## src/rtl/tlp_reg_req_decoder.sv

```systemverilog
// RX TLP parser: collects 3DW/4DW headers from the PCIe RX stream, turns 1-DW BAR0
// MemRd/MemWr accesses into a channel/offset register request, and counts everything else.
module tlp_reg_req_decoder #(
  parameter int DATA_W      = 64,
  parameter int KEEP_W      = DATA_W / 8,
  parameter int TUSER_W     = 22,
  parameter int CHNL_NUM    = 12,
  parameter int BAR_HIT_BIT = 2,
  parameter int CNT_W       = 16
) (
  input  logic               clk,
  input  logic               rst,
  output logic               s_axis_rx_tready,
  input  logic [DATA_W-1:0]  s_axis_rx_tdata,
  input  logic [KEEP_W-1:0]  s_axis_rx_tkeep,
  input  logic               s_axis_rx_sop,
  input  logic               s_axis_rx_eop,
  input  logic               s_axis_rx_tvalid,
  input  logic [TUSER_W-1:0] s_axis_rx_tuser,
  output logic               req_valid,
  input  logic               req_ready,
  output logic               req_wr,
  output logic [3:0]         req_chnl,
  output logic [3:0]         req_off,
  output logic [31:0]        req_data,
  output logic [3:0]         req_be,
  output logic [15:0]        req_rid,
  output logic [7:0]         req_tag,
  output logic [2:0]         req_tc,
  output logic [1:0]         req_attr,
  output logic [CNT_W-1:0]   drop_cnt
);

  localparam int BEAT_DW = DATA_W / 32;

  typedef enum logic [1:0] {IDLE, COLLECT, OUT} state_t;

  state_t      state, state_n;
  logic        beat;
  logic        capture;
  logic        accept;
  logic [1:0]  drop_add;
  logic [3:0]  dw_idx;
  logic [3:0]  base;
  logic [3:0]  rcvd;
  logic [3:0]  need;
  logic [31:0] hdr_q [5];
  logic [31:0] hdr_n [5];
  logic        bar_q;
  logic        bar_cur;
  logic [1:0]  fmt;
  logic [4:0]  tlp_type;
  logic [9:0]  len;
  logic        is_4dw;
  logic        is_wr;
  logic [31:0] addr;
  logic [31:0] payload;
  logic        tlp_ok;
  logic [CNT_W:0] drop_sum;
  logic        unused_bits;

  assign s_axis_rx_tready = (state != OUT);
  assign req_valid        = (state == OUT);
  assign beat             = s_axis_rx_tvalid && s_axis_rx_tready;

  // Header store as it will look once the current beat is written; the eop decision uses it.
  always_comb begin
    base = s_axis_rx_sop ? 4'd0 : dw_idx;
    rcvd = base + 4'(BEAT_DW);
    for (int k = 0; k < 5; k++) begin
      hdr_n[k] = hdr_q[k];
      for (int j = 0; j < BEAT_DW; j++) begin
        if (base + 4'(j) == 4'(k)) hdr_n[k] = s_axis_rx_tdata[32*j +: 32];
      end
    end
  end

  always_comb begin
    bar_cur  = s_axis_rx_sop ? s_axis_rx_tuser[BAR_HIT_BIT] : bar_q;
    fmt      = hdr_n[0][30:29];
    tlp_type = hdr_n[0][28:24];
    len      = hdr_n[0][9:0];
    is_4dw   = fmt[0];
    is_wr    = fmt[1];
    need     = 4'd3 + {3'b0, is_4dw} + {3'b0, is_wr};
    addr     = is_4dw ? hdr_n[3] : hdr_n[2];
    payload  = is_wr ? (is_4dw ? hdr_n[4] : hdr_n[3]) : 32'd0;
    tlp_ok   = (tlp_type == 5'b00000) && (len == 10'd1) && bar_cur &&
               ({1'b0, addr[9:6]} < 5'(CHNL_NUM)) && (rcvd >= need);
  end

  always_ff @(posedge clk) begin
    if (rst) state <= IDLE;
    else     state <= state_n;
  end

  // A sop seen while still collecting abandons the old packet, which counts as a drop.
  always_comb begin
    state_n  = state;
    capture  = 1'b0;
    accept   = 1'b0;
    drop_add = 2'd0;
    case (state)
      IDLE: begin
        if (beat && s_axis_rx_sop) begin
          capture = 1'b1;
          if (s_axis_rx_eop) begin
            if (tlp_ok) begin
              accept  = 1'b1;
              state_n = OUT;
            end else begin
              drop_add = 2'd1;
            end
          end else begin
            state_n = COLLECT;
          end
        end
      end
      COLLECT: begin
        if (beat) begin
          capture  = 1'b1;
          drop_add = {1'b0, s_axis_rx_sop};
          if (s_axis_rx_eop) begin
            if (tlp_ok) begin
              accept  = 1'b1;
              state_n = OUT;
            end else begin
              drop_add = drop_add + 2'd1;
              state_n  = IDLE;
            end
          end
        end
      end
      OUT: begin
        if (req_ready) state_n = IDLE;
      end
      default: state_n = IDLE;
    endcase
  end

  assign drop_sum = {1'b0, drop_cnt} + (CNT_W + 1)'(drop_add);

  always_ff @(posedge clk) begin
    if (rst) begin
      for (int k = 0; k < 5; k++) hdr_q[k] <= 32'd0;
      dw_idx   <= 4'd0;
      bar_q    <= 1'b0;
      req_wr   <= 1'b0;
      req_chnl <= 4'd0;
      req_off  <= 4'd0;
      req_data <= 32'd0;
      req_be   <= 4'd0;
      req_rid  <= 16'd0;
      req_tag  <= 8'd0;
      req_tc   <= 3'd0;
      req_attr <= 2'd0;
      drop_cnt <= '0;
    end else begin
      if (capture) begin
        for (int k = 0; k < 5; k++) hdr_q[k] <= hdr_n[k];
        dw_idx <= (rcvd > 4'd8) ? 4'd8 : rcvd;
        if (s_axis_rx_sop) bar_q <= s_axis_rx_tuser[BAR_HIT_BIT];
      end
      if (accept) begin
        req_wr   <= is_wr;
        req_chnl <= addr[9:6];
        req_off  <= addr[5:2];
        req_data <= payload;
        req_be   <= hdr_n[1][3:0];
        req_rid  <= hdr_n[1][31:16];
        req_tag  <= hdr_n[1][15:8];
        req_tc   <= hdr_n[0][22:20];
        req_attr <= hdr_n[0][13:12];
      end
      if (drop_add != 2'd0) drop_cnt <= drop_sum[CNT_W] ? {CNT_W{1'b1}} : drop_sum[CNT_W-1:0];
    end
  end

  assign unused_bits = ^{s_axis_rx_tkeep, s_axis_rx_tuser, hdr_n[0], hdr_n[1], addr};

endmodule

```

## config.mk

```make
export PLATFORM = sky130hd
export DESIGN_NAME = tlp_reg_req_decoder
export DESIGN_NICKNAME = d
export VERILOG_FILES = /design/src/rtl/tlp_reg_req_decoder.sv
export SDC_FILE = /design/constraint.sdc
export NUM_CORES = 1
export LEC_CHECK = 0
export CELL_PAD_IN_SITES_DETAIL_PLACEMENT = 1
export CELL_PAD_IN_SITES_GLOBAL_PLACEMENT = 1
export CORE_ASPECT_RATIO = 0.7
export CORE_MARGIN = 2
export CORE_UTILIZATION = 37
export CTS_BUF_LIST = sky130_fd_sc_hd__clkbuf_16
export CTS_CLUSTER_SIZE = 12
export DETAILED_ROUTE_END_ITERATION = 16
export PLACE_DENSITY_LB_ADDON = 0.1
export RECOVER_POWER = 50
export SLEW_MARGIN = 20
export SYNTH_ARGS = -nofsm -noshare
export SYNTH_HDL_FRONTEND = slang
export SYNTH_SLANG_ARGS = --single-unit
```

## constraint.sdc

```tcl
create_clock -name clk -period 8.38 [get_ports clk]
set_clock_uncertainty 0.1 [all_clocks]
set_input_delay 2.514 -clock clk [delete_from_list [all_inputs] [get_ports clk]]
set_output_delay 2.514 -clock clk [all_outputs]
set_load 0.02 [all_outputs]
```

* Yosys cells after proc, flatten, opt, wreduce, memory -nomap -nowiden
Memories as Yosys holds them, arrays and structs flattened. Index checks and enable logic that the tools add are counted. Widths: inputs -> output; s select.
Storage, ports and cells: bits in registers 97, RAM bits 160, output and inout port bits 92, logic and storage cells 107, memories kept 1
Operators by class: $add $sub $neg 6, order comparisons 3, equality and inequality tests 17, multiplexer cells 50, bitwise logic cells 5, reduce and logical (&&, ||, !) cells 12
Memory list:
- hdr_q | depth 5, bits a word 32, read ports 5, clocked after memory_dff 0, wr ports 5, RTL line 47 | logic [31:0] hdr_q [5];
Operator list (number):
- $mux 32 | 17
- $mux 2 | 10
- $add 16x2->17 | 1
- $eq 4x2->1 const B | 4
- $mux 16 | 1
- $mux 1 | 15
- $eq 10x1->1 const B | 1
- $mux 10 | 1
- $eq 4x1->1 const B | 2
- $eq 4x3->1 const B | 2
- $logic_not 4->1 | 2
- $mux 4 | 2
- $ne 2x2->1 const B | 4
- $logic_and 1x1->1 | 6
- $pmux 2 s3 | 1
- $logic_not 5->1 | 1
- $or 1x1->1 | 5
- $reduce_and 5->1 | 1
- $add 3x1->4 | 1
- $add 4x1->4 const B | 1
- $add 4x2->4 const B | 1
- $ge 4x4->1 | 1
- $gt 4x4->1 const B | 1
- $lt 4x4->1 const B | 1
- other kinds (10) | 11

* Logic depth before layout (Yosys ltp)
word-level depth 15, depth in mapped cells 37, depth with buffers taken out 30

* Worst setup path after synthesis
Ideal clock, no wire load.
kind input port to flip-flop, start point in s_axis_rx_sop, end point reg drop_cnt[9], data arrival time 8140 ps, data required time 8222 ps, slack 82 ps, stages on the path 36, path buffers 7, cells stage by stage buf_2 -> clkbuf_1 -> nor2b_1 -> ha_1 -> xor2_1 -> or2_0 -> buf_2 -> clkbuf_1 -> clkbuf_1 -> nand3_1 -> o21ai_1 -> clkbuf_1 -> xnor2_1 -> ha_1 -> nand2b_1 -> a21oi_1 -> nor2b_1 -> o31a_1 -> inv_1 -> nor4_1 -> nand4_1 -> ha_1 -> nand2_1 -> nand2_1 -> nand2_1 -> a21oi_1 -> ha_1 -> inv_1 -> fa_1 -> inv_1 -> nand2_1 -> nor2_1 -> nand4_1 -> clkbuf_1 -> a41oi_1 -> o21a_1
Between the ends: cells in the longest elaborated chain, start to end 15
Ends and longest elaborated chain:
- start, declared | RTL line 16 | input logic s_axis_rx_sop,
- parallel branches: the longest is 12 deep, another holds $add 4x1->4
- $pmux 2 s2 * | RTL line 103 | case (state)
- $add 16x2->17 | RTL line 141 | assign drop_sum = {1'b0, drop_cnt} + (CNT_W + 1)'(drop_add);
- $mux 16 | RTL line 175 | if (drop_add != 2'd0) drop_cnt <= drop_sum[CNT_W] ? {CNT_W{1'b1}} : drop_sum[CNT_W-1:0];
- end signal, assigned | RTL line 175
- end, declared | RTL line 31 | output logic [CNT_W-1:0] drop_cnt
Every way passes the cells marked *. A chain may end at the register's enable or synchronous reset.

* Worst setup path after layout
start point in s_axis_rx_sop, end point reg drop_cnt[7]
The elaborated chain is that of the path after synthesis.

==> flow_summary.toml <==
[yosys]
synth_top_area_frac = 0.311
yosysWarnings = 0
synth_edf_count = 122
ys.flop_type = "edfxtp_1"
synth-seq-area-share = 0.477
syn_area_um2 = 11800
syn-num-nets = 1414
ys_types = 59
ys_async_sr_fraction = 0
syn_area_per_cell_um2 = 9.01
synth_area_leaders = "edfxtp_1 (31%), dfxtp_1 (17%), mux2i_1 (6.7%)"
synth.ff_latch_count = 219
syn-instance-count = 1306
yosysTopAreaCell = "edfxtp_1"

[drt]
ant_nets = 0
drt-pass1-iter-count = 7
viasPerCell = 5.68
vias = 10500
drtIter0Drc = 623
avgRoutedWirePerCell_um = 21.7
drc = 0
wirelength_mm = 40.2

[power]
power_density_nw_per_um2 = 174
peakVddDrop_mv = 0.127
p_leak_nw = 5.37

[setup_path]
crit_path_max_fanout = 16
ff2ff_path_depth = 31
cp-start-kind = "input port"
crit_path_start = "s_axis_rx_sop"
crit_top_cell = "nand2_1"
rrSetupSlack_ns = 2.37
endpoint_kind = "register"
path_buf_inv = 7
crit_arrival_ns = 8.14
critPathKind = "in -> reg"
cp_slowest_cell = "clkdlybuf4s50_1"
worstReg2RegStart = "dw_idx[2]"
crit_family = "simple AND/OR/NAND/NOR gates"
max_stage_delay_ns = 0.52
r2r_end = "drop_cnt[7]"
cp_data_required_time_ns = 8.72

[clocking]
clkSlewWorstSetupHoldPaths_ns = 0.06
clock_sinks = 219
clock_path_buffers = 3
clk_latency_ns = 0.54
cts_buffers = 25
hold_buffers = 0
cts_tree = "yes"
htreeDepth = 1
cts-root-buf = "clkbuf_16"

[die]
placementRows = 54
fp.dieW_um = 217
die_height_um = 153
die_area_um2 = 33300
start_util = 0.377
pin_count = 192
coreArea_um2 = 31200

[finish]
syn2layout_area_growth_pct = 22.8
drive_above_1_share = 0.0658
layout.nets = 1519
fill_cells = 3618
final_cell_mix = "nand2_1 (154), a21oi_1 (154), edfxtp_1 (122)"
diodes = 0

[min_path]
min_path_cells = 2
hold_class = "reg -> reg"
min_from = "req_data[12]"
min_to = "req_data[12]"

[timing]
setup_ws_ns = 0.587
finalSetupTns_ns = 0
finalHoldViolations = 0
tightestPinTransition_ns = 3.50
rsz0062_at_grt = "no"
period_share = 0.930
slew_viol_final = 184
slew_headroom = -1.33
report.final.setup_viol = 0
worst_hold_slack_ns = 0.347
fmax_mhz = 128
period_needed_ns = 7.79

[flow_run]
max_cap_viol_count = 3

[place]
post-place-ws_ns = -0.127
hpwl_mm = 25.2
port_buffers = 162
routabilityCongestion = 0.800

[global_route]
grt_use_total = 0.239
grt_pass1_vias = 10600
grt_first_pass_wirelength_mm = 62.9
antenna_found_initial = 0
grt_overflow = 0
grt_start_max_net_pins = 79

[run_status]
status = "finished, violations left"
violations = "capacitance limit, slew limit"
cells in the mapped netlist, drive strengths merged, types with 7 or more instances:
| master | n |
|---|---|
| a211oi | 29 |
| a21oi | 159 |
| a311oi | 11 |
| a31oi | 20 |
| and2 | 54 |
| and3 | 32 |
| buf | 35 |
| clkbuf | 82 |
| dfxtp | 97 |
| edfxtp | 122 |
| ha | 7 |
| inv | 10 |
| mux2i | 79 |
| nand2 | 154 |
| nand2b | 13 |
| nand3 | 11 |
| nand3b | 47 |
| nor2 | 110 |
| nor2b | 7 |
| nor3 | 51 |
| o211ai | 24 |
| o21ai | 95 |
how the worst max path moves through the flow:
stage | end | slack (ns) | cells after the start
global route | drop_cnt[7] | 0.03 | 31
floorplan | drop_cnt[9] | 0.08 | 36
CTS | drop_cnt[8] | 0.39 | 30
global placement | drop_cnt[8] | 0.1 | 30
finish | drop_cnt[7] | 0.59 | 31
detailed placement | drop_cnt[8] | -0.13 | 30
power by group:
part	leakage [nW]	internal, mW	switching, mW
clock network	0.388	0.537	0.461
logic	2.89	0.111	0.201
registers	2.09	1.18	0.0150
total	5.37	1.83	0.677
tightest hold or removal path: cells and delay by family (launching register included):
family	cells	cell delay [ns]
compound gates	1	0.05
simple gates	1	0.05
flops	1	0.31
state kept, by name, indices dropped and copies added, names as in the netlist:
signal,cells
hdr_q,122
req_data,32
drop_cnt,16
req_rid,16
req_tag,8
dw_idx,4
req_be,4
req_chnl,4
req_off,4
req_tc,3
req_attr,2
state,2
bar_q,1
req_wr,1
area by class of cell:
type	count	area [um2]	area share
Tap cell	420	526	0.0364
Sequential cell	219	5610	0.388
Clock inverter	20	82.6	0.00572
Multi-Input combinational cell	960	5710	0.395
Inverter	10	37.5	0.00260
Clock buffer	25	626	0.0433
Timing Repair Buffer	195	1860	0.129
what timing repair did:
item / CTS / global route
resized for setup: 0 / 2
setup buffers: 0 / 1
endpoints found under the setup margin: 0 / 11
stage by stage:
step / cells / instance area [um2] / power, mW / util
2_1_floorplan: 1306 / 11800 / 1.40 / -
3_3_place_gp: 1802 / 13700 / 1.52 / 0.440
3_5_place_dp: 1802 / 13700 / 1.53 / 0.440
4_1_cts: 1847 / 14400 / 2.53 / 0.463
5_1_grt: 1849 / 14400 / 2.61 / 0.463
6_report: 1849 / 14400 / 2.51 / 0.463
logic make-up (layout without fill, tap and decap cells):
group	Yosys count	after routing	synth area share
AO/OA/AOI/OAI	359	359	0.178
XOR/XNOR	3	3	0.00223
adder cells (fa/ha/maj)	8	8	0.00915
buffers and inverters	127	250	0.0457
flip-flops	219	219	0.477
multiplexers	81	81	0.0691
AND/OR/NAND/NOR	509	509	0.219
layer usage:
| metal | share of wire | track usage | up-vias |
|---|---|---|---|
| met5 | 0 | 0 | - |
| met4 | 0.016 | 0.0447 | 0 |
| met3 | 0.041 | 0.0287 | 44 |
| met2 | 0.44 | 0.368 | 246 |
| met1 | 0.50 | 0.361 | 5263 |
| li1 | - | - | 4949 |
(Power assumes the default switching activity.)
